`config.mk`:
```
export PLATFORM = sky130hd
export DESIGN_NAME = debug_frame_collector
export DESIGN_NICKNAME = d
export VERILOG_FILES = /design/src/rtl/debug_frame_collector.sv
export SDC_FILE = /design/constraint.sdc
export NUM_CORES = 1
export LEC_CHECK = 0
export CORE_MARGIN = 2
export CORE_UTILIZATION = 45
export DETAILED_ROUTE_END_ITERATION = 6
export PLACE_DENSITY_LB_ADDON = 0.12
export SLEW_MARGIN = 20
export SYNTH_ARGS = -nofsm -noshare
export SYNTH_HDL_FRONTEND = slang
export SYNTH_SLANG_ARGS = --single-unit
```
`constraint.sdc`:
```
create_clock -name i_clock -period 7.3 [get_ports i_clock]
set_input_delay 1.095 -clock i_clock [delete_from_list [all_inputs] [get_ports i_clock]]
set_output_delay 1.095 -clock i_clock [all_outputs]
set_load 0.1 [all_outputs]
```
`src/rtl/debug_frame_collector.sv`:
```
// rtl/debug_frame_collector.sv - debug frame requester, frame FIFO and MSB-first byte serializer
module debug_frame_collector #(
    parameter int NB_CONTROL_FRAME = 32,
    parameter int NB_SELECT        = 6,
    parameter int FIFO_DEPTH       = 8,
    parameter int NB_TIMEOUT       = 10,
    parameter int TIMEOUT          = 512
) (
    input  logic                        i_clock,
    input  logic                        i_reset,
    input  logic                        i_cmd_valid,
    input  logic [NB_SELECT-1:0]        i_cmd_id,
    output logic [NB_SELECT-1:0]        o_request_select,
    input  logic [NB_CONTROL_FRAME-1:0] i_frame,
    input  logic                        i_writing,
    output logic [7:0]                  o_tx_data,
    output logic                        o_tx_valid,
    input  logic                        i_tx_ready,
    output logic                        o_busy,
    output logic [7:0]                  o_frame_count,
    output logic                        o_overflow,
    output logic                        o_timeout
);
    localparam int NB_BYTES = NB_CONTROL_FRAME / 8;
    localparam int NB_IDX   = (NB_BYTES > 1) ? $clog2(NB_BYTES) : 1;
    localparam int NB_PTR   = $clog2(FIFO_DEPTH);

    typedef enum logic [1:0] {IDLE, REQUEST, RECEIVE, DRAIN} state_t;

    state_t                      state;
    logic [NB_CONTROL_FRAME-1:0] mem [FIFO_DEPTH];
    logic [NB_PTR:0]             wr_ptr;
    logic [NB_PTR:0]             rd_ptr;
    logic [NB_TIMEOUT-1:0]       timeout_count;
    logic [NB_CONTROL_FRAME-1:0] ser_frame;
    logic [NB_IDX-1:0]           ser_idx;
    logic                        ser_valid;
    logic                        fifo_empty;
    logic                        fifo_full;
    logic                        tx_accept;
    logic                        last_byte;
    logic                        pop;
    logic                        push_req;
    logic                        push;
    logic                        drop;

    assign fifo_empty = (wr_ptr == rd_ptr);
    assign fifo_full  = (wr_ptr[NB_PTR] != rd_ptr[NB_PTR]) &&
                        (wr_ptr[NB_PTR-1:0] == rd_ptr[NB_PTR-1:0]);
    assign tx_accept  = ser_valid && i_tx_ready;
    assign last_byte  = (ser_idx == NB_IDX'(NB_BYTES - 1));
    // Reloading on the last accepted byte keeps the byte stream bubble-free.
    assign pop        = !fifo_empty && (!ser_valid || (tx_accept && last_byte));
    assign push_req   = i_writing && ((state == REQUEST) || (state == RECEIVE));
    // A same-cycle pop frees a slot, so a push into a full FIFO still lands.
    assign push       = push_req && (!fifo_full || pop);
    assign drop       = push_req && !push;

    assign o_tx_valid = ser_valid;
    assign o_tx_data  = ser_frame[NB_CONTROL_FRAME-1 -: 8];

    always_ff @(posedge i_clock or negedge i_reset) begin
        if (!i_reset) begin
            state            <= IDLE;
            o_request_select <= '0;
            o_busy           <= 1'b0;
            o_frame_count    <= '0;
            o_overflow       <= 1'b0;
            o_timeout        <= 1'b0;
            timeout_count    <= '0;
        end else begin
            o_timeout <= 1'b0;
            case (state)
                IDLE: begin
                    if (i_cmd_valid && (i_cmd_id != '0)) begin
                        state            <= REQUEST;
                        o_request_select <= i_cmd_id;
                        o_busy           <= 1'b1;
                        o_frame_count    <= '0;
                        o_overflow       <= 1'b0;
                        timeout_count    <= '0;
                    end
                end
                REQUEST: begin
                    timeout_count <= timeout_count + 1'b1;
                    if (i_writing) begin
                        state <= RECEIVE;
                    end else if (timeout_count == NB_TIMEOUT'(TIMEOUT - 1)) begin
                        state            <= IDLE;
                        o_request_select <= '0;
                        o_busy           <= 1'b0;
                        o_timeout        <= 1'b1;
                    end
                end
                RECEIVE: begin
                    if (!i_writing) begin
                        state            <= DRAIN;
                        o_request_select <= '0;
                    end
                end
                DRAIN: begin
                    if (fifo_empty && !ser_valid) begin
                        state  <= IDLE;
                        o_busy <= 1'b0;
                    end
                end
                default: state <= IDLE;
            endcase
            if (push && (o_frame_count != 8'hFF)) begin
                o_frame_count <= o_frame_count + 8'd1;
            end
            if (drop) begin
                o_overflow <= 1'b1;
            end
        end
    end

    always_ff @(posedge i_clock or negedge i_reset) begin
        if (!i_reset) begin
            wr_ptr <= '0;
            rd_ptr <= '0;
        end else begin
            if (push) begin
                wr_ptr <= wr_ptr + 1'b1;
            end
            if (pop) begin
                rd_ptr <= rd_ptr + 1'b1;
            end
        end
    end

    always_ff @(posedge i_clock) begin
        if (push) begin
            mem[wr_ptr[NB_PTR-1:0]] <= i_frame;
        end
    end

    always_ff @(posedge i_clock or negedge i_reset) begin
        if (!i_reset) begin
            ser_frame <= '0;
            ser_idx   <= '0;
            ser_valid <= 1'b0;
        end else if (pop) begin
            ser_frame <= mem[rd_ptr[NB_PTR-1:0]];
            ser_idx   <= '0;
            ser_valid <= 1'b1;
        end else if (tx_accept) begin
            ser_frame <= ser_frame << 8;
            ser_idx   <= ser_idx + 1'b1;
            if (last_byte) begin
                ser_valid <= 1'b0;
            end
        end
    end
endmodule

```
# --- After elaboration in Yosys (flattened, before gate mapping) ---
# Memories as Yosys holds them, arrays and structs flattened.
# Index checks and enable logic that the tools add are counted.
classes:
  n_reduce_logical: 35
  addsub: 5
  eq_ne: 15
  n_mux: 36
ops:
  columns: ["operator", "n"]
  rows:
  - ["$mux W32", 2]
  - ["$mux W6", 4]
  - ["$mux W8", 3]
  - ["$pmux W10 S2", 1]
  - ["$pmux W6 S3", 1]
  - ["$mux W1", 15]
  - ["$mux W2", 7]
  - ["$reduce_bool A2 Y1", 7]
  - ["$add A10 B1 Y10 const B", 1]
  - ["$eq A10 B9 Y1 const B", 1]
  - ["$logic_and A1 B1 Y1", 10]
  - ["$mux W10", 1]
  - ["$reduce_and A5 Y1", 2]
  - ["$add A4 B1 Y4 const B", 2]
  - ["$add A8 B1 Y8 const B", 1]
  - ["$ne A2 B2 Y1 const B", 4]
  - ["$ne A8 B8 Y1 const B", 1]
  - ["$pmux W2 S4", 1]
  - ["$reduce_and A2 Y1", 4]
  - ["$eq A2 B2 Y1 const B", 3]
  - ["$reduce_bool A3 Y1", 2]
  - ["$reduce_bool A6 Y1", 1]
  - ["$eq A4 B4 Y1", 1]
  - ["$logic_not A1 Y1", 4]
  - ["other kinds (10)", 12]
word_totals:
  out_inout_bits: 26
  word_cells: 104
  inputBits: 43
  register_bits: 72
  mem_count: 1
  ramBits: 256
mem_list:
  columns: ["name", "depth", "word_bits", "rd", "rd_clocked_by_memory_dff", "wr", "line", "text"]
  rows:
  - ["mem", 8, 32, 1, 0, 1, "31", "logic [NB_CONTROL_FRAME-1:0] mem [FIFO_DEPTH];"]

# --- Depth between registers and ports, before layout ---
# Gate-level depths: netlist (run 1).
logic_depth:
  ltp_word: 10
  mapped_depth: 8
  ltp_nobuf: 7

# --- Worst setup path after synthesis (run 1) ---
# OpenSTA, ideal clock, no wires.
synth_path:
  kind: "input port to flip-flop"
  startpoint: "input port i_tx_ready"
  endpoint: "memory mem[4][0] (enable)"
  stages: 5
  t_required_ps: 6787
  path_buffers: 1
  slack_ps: 1664
  setup_time_ps: 513
  arrival_time_ps: 5123
  path_cell_list: "a21bo_2 nor2_1 a21o_1 clkbuf_1 nor4b_1"
synth_via:
  elab_chain_cells: 8
synth_lines:
  columns: ["item", "line", "text"]
  rows:
  - ["start: declaration", "18", "input logic i_tx_ready,"]
  - ["$logic_and A1 B1 Y1", "50", "assign tx_accept = ser_valid && i_tx_ready;"]
  - ["$logic_and A1 B1 Y1", "53", "assign pop = !fifo_empty && (!ser_valid || (tx_accept && last_byte));"]
  - ["$logic_or A1 B1 Y1", "53", null]
  - ["$logic_and A1 B1 Y1", "53", null]
  - ["$logic_or A1 B1 Y1", "56", "assign push = push_req && (!fifo_full || pop);"]
  - ["$logic_and A1 B1 Y1", "56", null]
  - ["$mux W1", "133", "if (push) begin"]
  - ["$mux W1 (not written as such)", "134", "mem[wr_ptr[NB_PTR-1:0]] <= i_frame;"]
  - ["end: declaration", "31", null]
# No other way between the ends.

# --- Worst setup path after layout (run 1) ---
layout_path:
  startpoint: "register o_frame_count[4]"
  endpoint: "output port o_frame_count[4]"
layout_rtl:
  columns: ["item", "line", "text"]
  rows:
  - ["start: declaration", "20", "output logic [7:0] o_frame_count,"]
  - ["start signal: assignment", "110", "o_frame_count <= o_frame_count + 8'd1;"]
# No word-level cell between the ends.

==> run_results.csv, run 1 <==
group,metric,value,unit
yosys,syn_nets,820,
yosys,synth-seq-cells,328,
placed_design,dp_slack,3.69,ns
yosys,synth_top_family_by_area,"multiplexers",
yosys,synth_mux_area_share,12.3,%
floorplanning,std_cell_rows,62,
route,dr.pass1.iters,5,
clocking,clk_latency,0.51,ns
worst_setup_path,slowest_stage,"clkdlybuf4s50_1",
clocking,h-tree-depth,2,
clocking,cts_sinks,328,
sta,finalCritPeriodShare,43.9,%
sta,hold_ws,0.478,ns
run,cap_violations,0,
yosys,synthFlopType,"edfxtp_1",
worst_setup_path,regToRegSetupSlack,4.29,ns
sta,rsz0062_at_grt,"no",
worst_setup_path,critPathBufInv,1,
route,vias,6867,
global_routing,overflow,0,
floorplanning,dieArea,30800,um2
finish,mostFrequentLayoutCells,"edfxtp_1, dfrtp_1, clkdlybuf4s50_1, mux4_2, nand2_1",
global_routing,grt_pass1_wl,42000,um
yosys,ys_warn_count,0,
worst_setup_path,end_kind,"output pin",
worst_setup_path,worstPathRequired,6.20,ns
clocking,post_cts_buffers,0,
yosys,synth-edff-count,256,
finish,nFillCells,2356,
yosys,synthSimpleGateAreaFrac,6.78,%
outcome,outcome,"finished, final reports clean",
clocking,ctsResizeCount,0,
clocking,cts_tree,"yes",
finish,nets,889,
sta,final_hold_viol_count,0,
floorplanning,start_util,45.9,%
yosys,synth_compound_area_share,5.21,%
worst_setup_path,r2r-start,"rd_ptr[0]",
placed_design,io_buffers,68,
worst_hold_path,min_path_cells,2,
placed_design,hpwl,14500,um
floorplanning,die_h,175,um
global_routing,grt_max_degree,73,
route,initialDrtViolationCount,414,
floorplanning,ios,69,
finish,design_area,15400,um2
global_routing,grt_pass1_vias,7225,
global_routing,antenna_found_initial,1,
yosys,synth_xor_area_share,0.728,%
sta,fmax,312,MHz
clocking,cts_root_buffer,"clkbuf_16",
sta,maxSlewHeadroom,27.7,%
placed_design,routabilityCongestion,0.783,
worst_setup_path,worstPathArrival,2.11,ns
clocking,cts_buffers,35,
finish,antenna_cells,0,
clocking,postCtsHoldBufs,0,
sta,setup-violations-final,0,
worst_hold_path,hp-class,"reg -> reg",
sta,postLayoutSetupSlackWorst,4.10,ns
sta,min_period,3.20,ns
sta,slew_viol_final,0,
yosys,ys_types,52,
worst_setup_path,timing.rr.end,"ser_frame[21]",
worst_setup_path,path_delay_family,"buffers and inverters",
route,viasPerCell,5.51,
worst_setup_path,crit_type,"reg -> out",
floorplanning,die_x,175,um
worst_setup_path,cp_max_fo,6,
sta,worst_pin_slew,1.08,ns
yosys,async_flop_share,22.0,%
clocking,clock_path_buffers,3,
placed_design,detailed_place.area,14300,um2
finish,post-route-util,53.3,%
worst_setup_path,cp-startpoint,"o_frame_count[4]",
worst_setup_path,endpoint,"o_frame_count[4]",
pwr,powerDensity,396,nW/um2
worst_setup_path,slowest_delay,1.17,ns
worst_setup_path,crit_chain,"clkdlybuf4s50_1",
worst_setup_path,critPathLaunchType,"flip-flop",
route,drt.antenna.violating_nets,0,
yosys,yosysSeqAreaShare,71.7,%
route,routedWlPerCell,21.3,um
yosys,avgSynthCellArea,17.3,um2
yosys,synthCells,767,
finish,syn_to_final_growth,16.2,%
worst_hold_path,worstHoldStart,"ser_frame[26]",
floorplanning,core_area,28900,um2
sta,fin_setup_tns,0,ns
route,drc,0,
route,routed_wl,26600,um
global_routing,grt_util_all_layers,17.8,%
yosys,synth_area,13200,um2
finish,drive_gt1_share,17.2,%
yosys,synthAdderAreaFrac,0.945,%
worst_setup_path,crit_cells,1,
sta,skew,0.0137,ns
pwr,vdd_drop_max,0.000232,V
finish,layout_commonest_cell,"edfxtp_1",
pwr,p_leak,5.19,nW
clocking,clk_pin_slew,0.06,ns
worst_setup_path,reg2reg_depth,5,
state kept, by name, summed over array words and instances (netlist names), named ones only:
register / count
timeout_count: 10
o_tx_valid: 1
state: 1
o_frame_count: 8
ser_frame: 32
wr_ptr: 4
rd_ptr: 4
o_busy: 1
o_timeout: 1
o_request_select: 6
o_overflow: 1
ser_idx: 2
mem: 256
stage by stage:
step / power (mW) / instances
final: 6.09 / 1246
after CTS: 6.18 / 1246
after global placement: 4.40 / 1183
after global routing: 6.40 / 1246
after floorplan: 3.99 / 767
after detailed placement: 4.46 / 1183
synth_stat cells, types with 2 or more instances:
| library cell | instances | area [um2] |
|---|---|---|
| a211oi_1 | 25 | 188 |
| a21o_1 | 2 | 15.0 |
| a21oi_1 | 2 | 10.0 |
| a22o_1 | 2 | 17.5 |
| and2_1 | 5 | 31.3 |
| and3_1 | 3 | 18.8 |
| buf_2 | 16 | 80.1 |
| buf_4 | 11 | 82.6 |
| buf_6 | 3 | 33.8 |
| clkbuf_1 | 17 | 63.8 |
| dfrtp_1 | 72 | 1800 |
| edfxtp_1 | 256 | 7690 |
| ha_1 | 10 | 125 |
| inv_1 | 11 | 41.3 |
| mux2_2 | 6 | 67.6 |
| mux2i_1 | 10 | 100 |
| mux4_2 | 64 | 1440 |
| nand2_1 | 63 | 236 |
| nand3_1 | 13 | 65.1 |
| nand4_1 | 3 | 18.8 |
| nor2_1 | 32 | 120 |
| nor2b_1 | 33 | 206 |
| nor3_1 | 5 | 25.0 |
| nor3b_1 | 3 | 22.5 |
| nor4_1 | 2 | 12.5 |
| nor4b_1 | 2 | 17.5 |
| o211ai_1 | 3 | 22.5 |
| o21a_1 | 2 | 15.0 |
| o21ai_0 | 32 | 160 |
| o31ai_1 | 26 | 195 |
| or3_1 | 3 | 18.8 |
| xnor2_1 | 8 | 70.1 |
| xor2_1 | 3 | 26.3 |
worst min path at each step:
stage                            end  slack, ns
floorplan           timeout_count[8]       0.45
global placement       ser_frame[15]       0.46
detailed placement     ser_frame[26]       0.47
CTS                    ser_frame[26]       0.48
global route            ser_frame[9]       0.50
finish                 ser_frame[26]       0.48
area by class of cell:
class | instances | area, um2 | area share, %
Sequential cell | 328 | 9500 | 61.8
Clock buffer | 56 | 1060 | 6.88
Tap cell | 384 | 480 | 3.12
Inverter | 11 | 41.3 | 0.269
Multi-Input combinational cell | 380 | 3480 | 22.6
Clock inverter | 7 | 53.8 | 0.350
Timing Repair Buffer | 80 | 768 | 5.00
where the power goes:
part	internal [mW]	switching, mW
sequential	2.33	0.189
clock	1.02	0.678
combinational	0.724	1.14
total	4.08	2.01
layer usage:
metal / GRT usage [%] / wire length [um]
met5: 0 / 13
met4: 4.41 / 438
met3: 3.25 / 1230
met2: 30.2 / 13400
met1: 24.0 / 11600
cell families after synthesis:
family                   after synthesis
adder cells (fa/ha/maj)               10
AND/OR/NAND/NOR                      176
AO/OA/AOI/OAI                        102
flip-flops                           328
multiplexers                          81
buffers and inverters                 59
XOR/XNOR                              11
Note: power is estimated with default switching activity, not from simulation.
==> run 2: changes to the inputs <==
clock period = 3.1 ns   (was 7.3 ns; I/O delays follow)
==> run 2 against run 1 <==
Effect of this change:
- register-to-register slack worse by 3.7 ns
- highest routed layer is now met4
- sequential share of layout area is 1.1 points lower
- final area is 1.9% higher
==> run_results.csv, run 2 (synthesis results as in run 1) <==
group,metric,value,unit
outcome,outcome,"finished, final reports clean",
placed_design,io_buffers,68,
sta,min_period,2.50,ns
worst_setup_path,worstPathArrival,2.92,ns
worst_setup_path,reg2reg_depth,7,
clocking,ctsResizeCount,0,
sta,worst_pin_slew,0.998,ns
sta,hold_ws,0.0836,ns
finish,syn_to_final_growth,18.4,%
clocking,cts_buffers,36,
placed_design,dp_slack,0.451,ns
route,routed_wl,26000,um
placed_design,detailed_place.area,14400,um2
global_routing,grt_util_all_layers,17.4,%
global_routing,grt_pass1_wl,40800,um
global_routing,grt_max_degree,73,
clocking,h-tree-depth,2,
finish,antenna_cells,0,
worst_setup_path,cp_max_fo,7,
floorplanning,core_area,28900,um2
route,vias,6916,
clocking,clk_pin_slew,0.06,ns
finish,nets,901,
sta,rsz0062_at_grt,"no",
worst_setup_path,crit_chain,"inv_1, ha_1, nor2b_1, a31oi_1, nand2_1, or4_1, o21ai_0",
route,viasPerCell,5.49,
clocking,clock_path_buffers,3,
floorplanning,dieArea,30800,um2
floorplanning,die_h,175,um
floorplanning,die_x,175,um
worst_setup_path,slowest_delay,0.54,ns
finish,layout.cells.non_filler,1259,
worst_setup_path,critPathBufInv,1,
finish,design_area,15700,um2
sta,postLayoutSetupSlackWorst,0.604,ns
worst_hold_path,hp-class,"in -> async",
finish,drive_gt1_share,21.7,%
finish,post-route-util,54.3,%
worst_setup_path,endpoint,"timeout_count[9]",
pwr,p_leak,5.40,nW
global_routing,overflow,0,
clocking,cts_sinks,328,
sta,fmax,401,MHz
clocking,postCtsHoldBufs,0,
sta,finalCritPeriodShare,80.5,%
route,drc,0,
route,initialDrtViolationCount,424,
clocking,post_cts_buffers,0,
worst_setup_path,worstPathRequired,3.52,ns
route,routedWlPerCell,20.6,um
finish,layout_commonest_cell,"edfxtp_1",
worst_setup_path,crit_cells,7,
placed_design,dp.cells,1194,
worst_setup_path,timing.rr.end,"timeout_count[9]",
floorplanning,std_cell_rows,62,
route,dr.pass1.iters,4,
sta,fin_setup_tns,0,ns
worst_setup_path,path_delay_family,"simple AND/OR/NAND/NOR gates",
sta,final_hold_viol_count,0,
worst_setup_path,cp-startpoint,"state[0]",
pwr,vdd_drop_max,0.000619,V
worst_setup_path,critPathLaunchType,"flip-flop",
floorplanning,start_util,45.9,%
finish,mostFrequentLayoutCells,"edfxtp_1, dfrtp_1, mux4_2, nand2_1, buf_4",
sta,skew,0.0148,ns
route,drt.antenna.violating_nets,0,
global_routing,grt_pass1_vias,7265,
sta,setup-violations-final,0,
worst_setup_path,r2r-start,"state[0]",
placed_design,routabilityCongestion,0.783,
floorplanning,ios,69,
pwr,total_power,14.8,mW
worst_setup_path,end_kind,"flip-flop",
sta,slew_viol_final,0,
worst_setup_path,slowest_stage,"a31oi_1",
global_routing,antenna_found_initial,0,
finish,largest_register_ffs,256,
clocking,cts_tree,"yes",
pwr,powerDensity,948,nW/um2
run,cap_violations,0,
worst_setup_path,regToRegSetupSlack,0.60,ns
clocking,clk_latency,0.51,ns
sta,maxSlewHeadroom,33.4,%
placed_design,hpwl,15400,um
worst_setup_path,crit_type,"reg -> reg",
clocking,cts_root_buffer,"clkbuf_16",
-- run 2: cell count changes in the layout (fill, tap and decap cells not counted), moves of 2 or more --
cell	previous run	this run
nor4b_2	2	0
nor4b_4	0	2
buf_12	0	8
bufinv_16	1	4
nor3b_4	0	2
nor3_4	0	2
nor3b_2	2	0
clkinv_1	5	2
nor3_2	2	0
buf_4	13	42
clkdlybuf4s50_1	67	41
-- run 2: worst min-delay path by stage --
stage	end	cells past startpoint	startpoint	slack [ns]
floorplan	asynchronous set/reset pin	0	i_reset	0.17
global placement	ser_frame[14]	2	ser_frame[14]	0.46
detailed placement	ser_frame[15]	2	ser_frame[15]	0.47
CTS	state[0]	1	i_reset	0.11
global route	asynchronous set/reset pin	1	i_reset	0.16
finish	state[0]	1	i_reset	0.08
-- run 2: area by class of cell --
cell class,count,area (um2)
fillers,2276,13200
well taps,384,480
multi-input cells,380,3530
clock inverters,8,149
repair buffers,91,886
inverters,11,41.3
flip-flops and latches,328,9500
clock buffers,57,1080
-- run 2: report_power, final --
part           internal, mW  total [mW]  switching (mW)
Sequential             5.49        5.80           0.316
Combinational          1.82        4.70            2.89
Clock                  2.73        4.34            1.61
-- run 2: metal layers --
metal	vias up	wire length [um]	GRT usage, %
li1	3160	-	-
met1	3574	11000	22.9
met2	142	13400	30.1
met3	40	1020	2.45
met4	0	587	5.37
met5	-	0	0
==> run 3: changes to the inputs <==
clock period = 2.09 ns   (was 3.1 ns; I/O delays follow)
==> run 3 against run 2 <==
Effect of this change:
- the flow now finishes with violations (setup timing)
- final area rose by 7.2%
- combinational power rose by 87%
- final cell count rose by 6.8%
- core utilization rose by 3.9 points
- non-clock buffer count rose by 88
- register-to-register slack got worse by 0.64 ns
- largest cell class unchanged
==> run_results.csv, run 3 (synthesis results as in run 1) <==
group,metric,value,unit
finish,design_area,16800,um2
finish,layout_commonest_cell,"edfxtp_1",
pwr,total_power,23.4,mW
sta,skew,0.0147,ns
sta,worst_pin_slew,0.796,ns
floorplanning,die_h,175,um
placed_design,detailed_place.area,15000,um2
worst_setup_path,worstPathRequired,2.49,ns
outcome,outcome,"finished, violations left",
placed_design,routabilityCongestion,0.797,
placed_design,hpwl,17100,um
route,drc,0,
worst_setup_path,r2r-start,"rd_ptr[0]",
finish,largest_register_ffs,256,
floorplanning,std_cell_rows,62,
clocking,cts_root_buffer,"clkbuf_16",
route,initialDrtViolationCount,636,
pwr,powerDensity,1390,nW/um2
route,viasPerCell,5.47,
clocking,clk_latency,0.51,ns
sta,slew_viol_final,0,
pwr,vdd_drop_max,0.000672,V
clocking,clock_path_buffers,3,
sta,postLayoutSetupSlackWorst,-0.0334,ns
worst_setup_path,endpoint,"ser_idx[0]",
worst_hold_path,hp-class,"in -> async",
clocking,cts_sinks,328,
route,routedWlPerCell,21.6,um
finish,mostFrequentLayoutCells,"edfxtp_1, buf_4, mux4_2, dfrtp_1, nand2_1",
worst_setup_path,reg2reg_depth,7,
sta,final_hold_viol_count,0,
global_routing,grt_util_all_layers,18.6,%
global_routing,grt_max_degree,60,
finish,nets,988,
worst_setup_path,critPathLaunchType,"flip-flop",
floorplanning,dieArea,30800,um2
global_routing,antenna_found_initial,0,
route,dr.pass1.iters,5,
worst_setup_path,timing.rr.end,"ser_idx[0]",
route,drt.antenna.violating_nets,0,
global_routing,grt_pass1_wl,43900,um
finish,drive_gt1_share,32.0,%
worst_setup_path,cp_max_fo,8,
worst_setup_path,crit_type,"reg -> reg",
worst_setup_path,cp-startpoint,"rd_ptr[0]",
floorplanning,core_area,28900,um2
route,vias,7360,
global_routing,grt_pass1_vias,7698,
sta,rsz0062_at_grt,"yes",
sta,min_period,2.12,ns
worst_setup_path,regToRegSetupSlack,-0.03,ns
sta,finalCritPeriodShare,102,%
sta,setup-violations-final,15,
finish,antenna_cells,0,
worst_setup_path,end_kind,"flip-flop",
run,cap_violations,0,
clocking,h-tree-depth,2,
floorplanning,ios,69,
finish,nFillCells,2146,
sta,maxSlewHeadroom,47.0,%
placed_design,io_buffers,68,
global_routing,overflow,0,
sta,fmax,471,MHz
finish,syn_to_final_growth,26.8,%
outcome,violations,"setup timing",
clocking,cts_buffers,35,
worst_setup_path,worstPathArrival,2.52,ns
sta,fin_setup_tns,-0.130,ns
pwr,p_leak,5.91,nW
route,routed_wl,29000,um
sta,hold_ws,0.365,ns
floorplanning,die_x,175,um
clocking,cts_tree,"yes",
clocking,clk_pin_slew,0.06,ns
floorplanning,start_util,45.9,%
run 3: worst min-delay path by stage:
stage | to | cells past startpoint
after global placement | timeout_count[5] | 1
after detailed placement | timeout_count[7] | 1
after floorplan | asynchronous set/reset pin | 0
after CTS | timeout_count[7] | 2
final | timeout_count[7] | 2
after global routing | timeout_count[8] | 2
run 3: layout make-up:
type / instances / area (um2) / share of cell area (%)
clock inverters: 11 / 85.1 / 0.507
multi-input cells: 380 / 3710 / 22.1
repair buffers: 179 / 1930 / 11.5
clock buffers: 52 / 1030 / 6.15
well taps: 384 / 480 / 2.86
flip-flops and latches: 328 / 9510 / 56.6
inverters: 11 / 45.0 / 0.268
run 3: stage by stage:
stage / cells / utilization (%) / setup WS [ns]
floorplan: 767 / - / -0.773
global placement: 1247 / 52.1 / -0.174
detailed placement: 1247 / 52.1 / -0.211
CTS: 1315 / 56.4 / -0.0173
global route: 1345 / 58.2 / -0.109
finish: 1345 / 58.2 / -0.0334
run 3: timing repair:
| item | 4_1_cts | 5_1_grt |
|---|---|---|
| pin swaps | 4 | 8 |
| hold endpoints to repair | 43 | 0 |
| cloned | 2 | 8 |
| setup buffers | 2 | 24 |
| hold buffers | 1 | 0 |
| gates resized for setup | 15 | 27 |
| setup endpoints to repair | 208 | 213 |
run 3: worst max-delay path, stage by stage, from the launching register on:
cell and delay (ns):
dfrtp_4 0.49, xor2_2 0.18, or4b_4 0.60, mux2i_4 0.26, buf_12 0.19, buf_12 0.12, nor3_1 0.04, a21o_1 0.15
run 3: power by group:
group          switching, mW  internal (mW)
clock                   2.41           3.55
combinational           4.86           3.93
sequential             0.484           8.14
run 3: routing by layer:
metal	up-vias	GRT usage, %	routed length [um]
li1	3337	-	-
met1	3797	24.7	12400
met2	186	32.3	14800
met3	40	2.92	1350
met4	0	4.58	526
met5	-	0	0
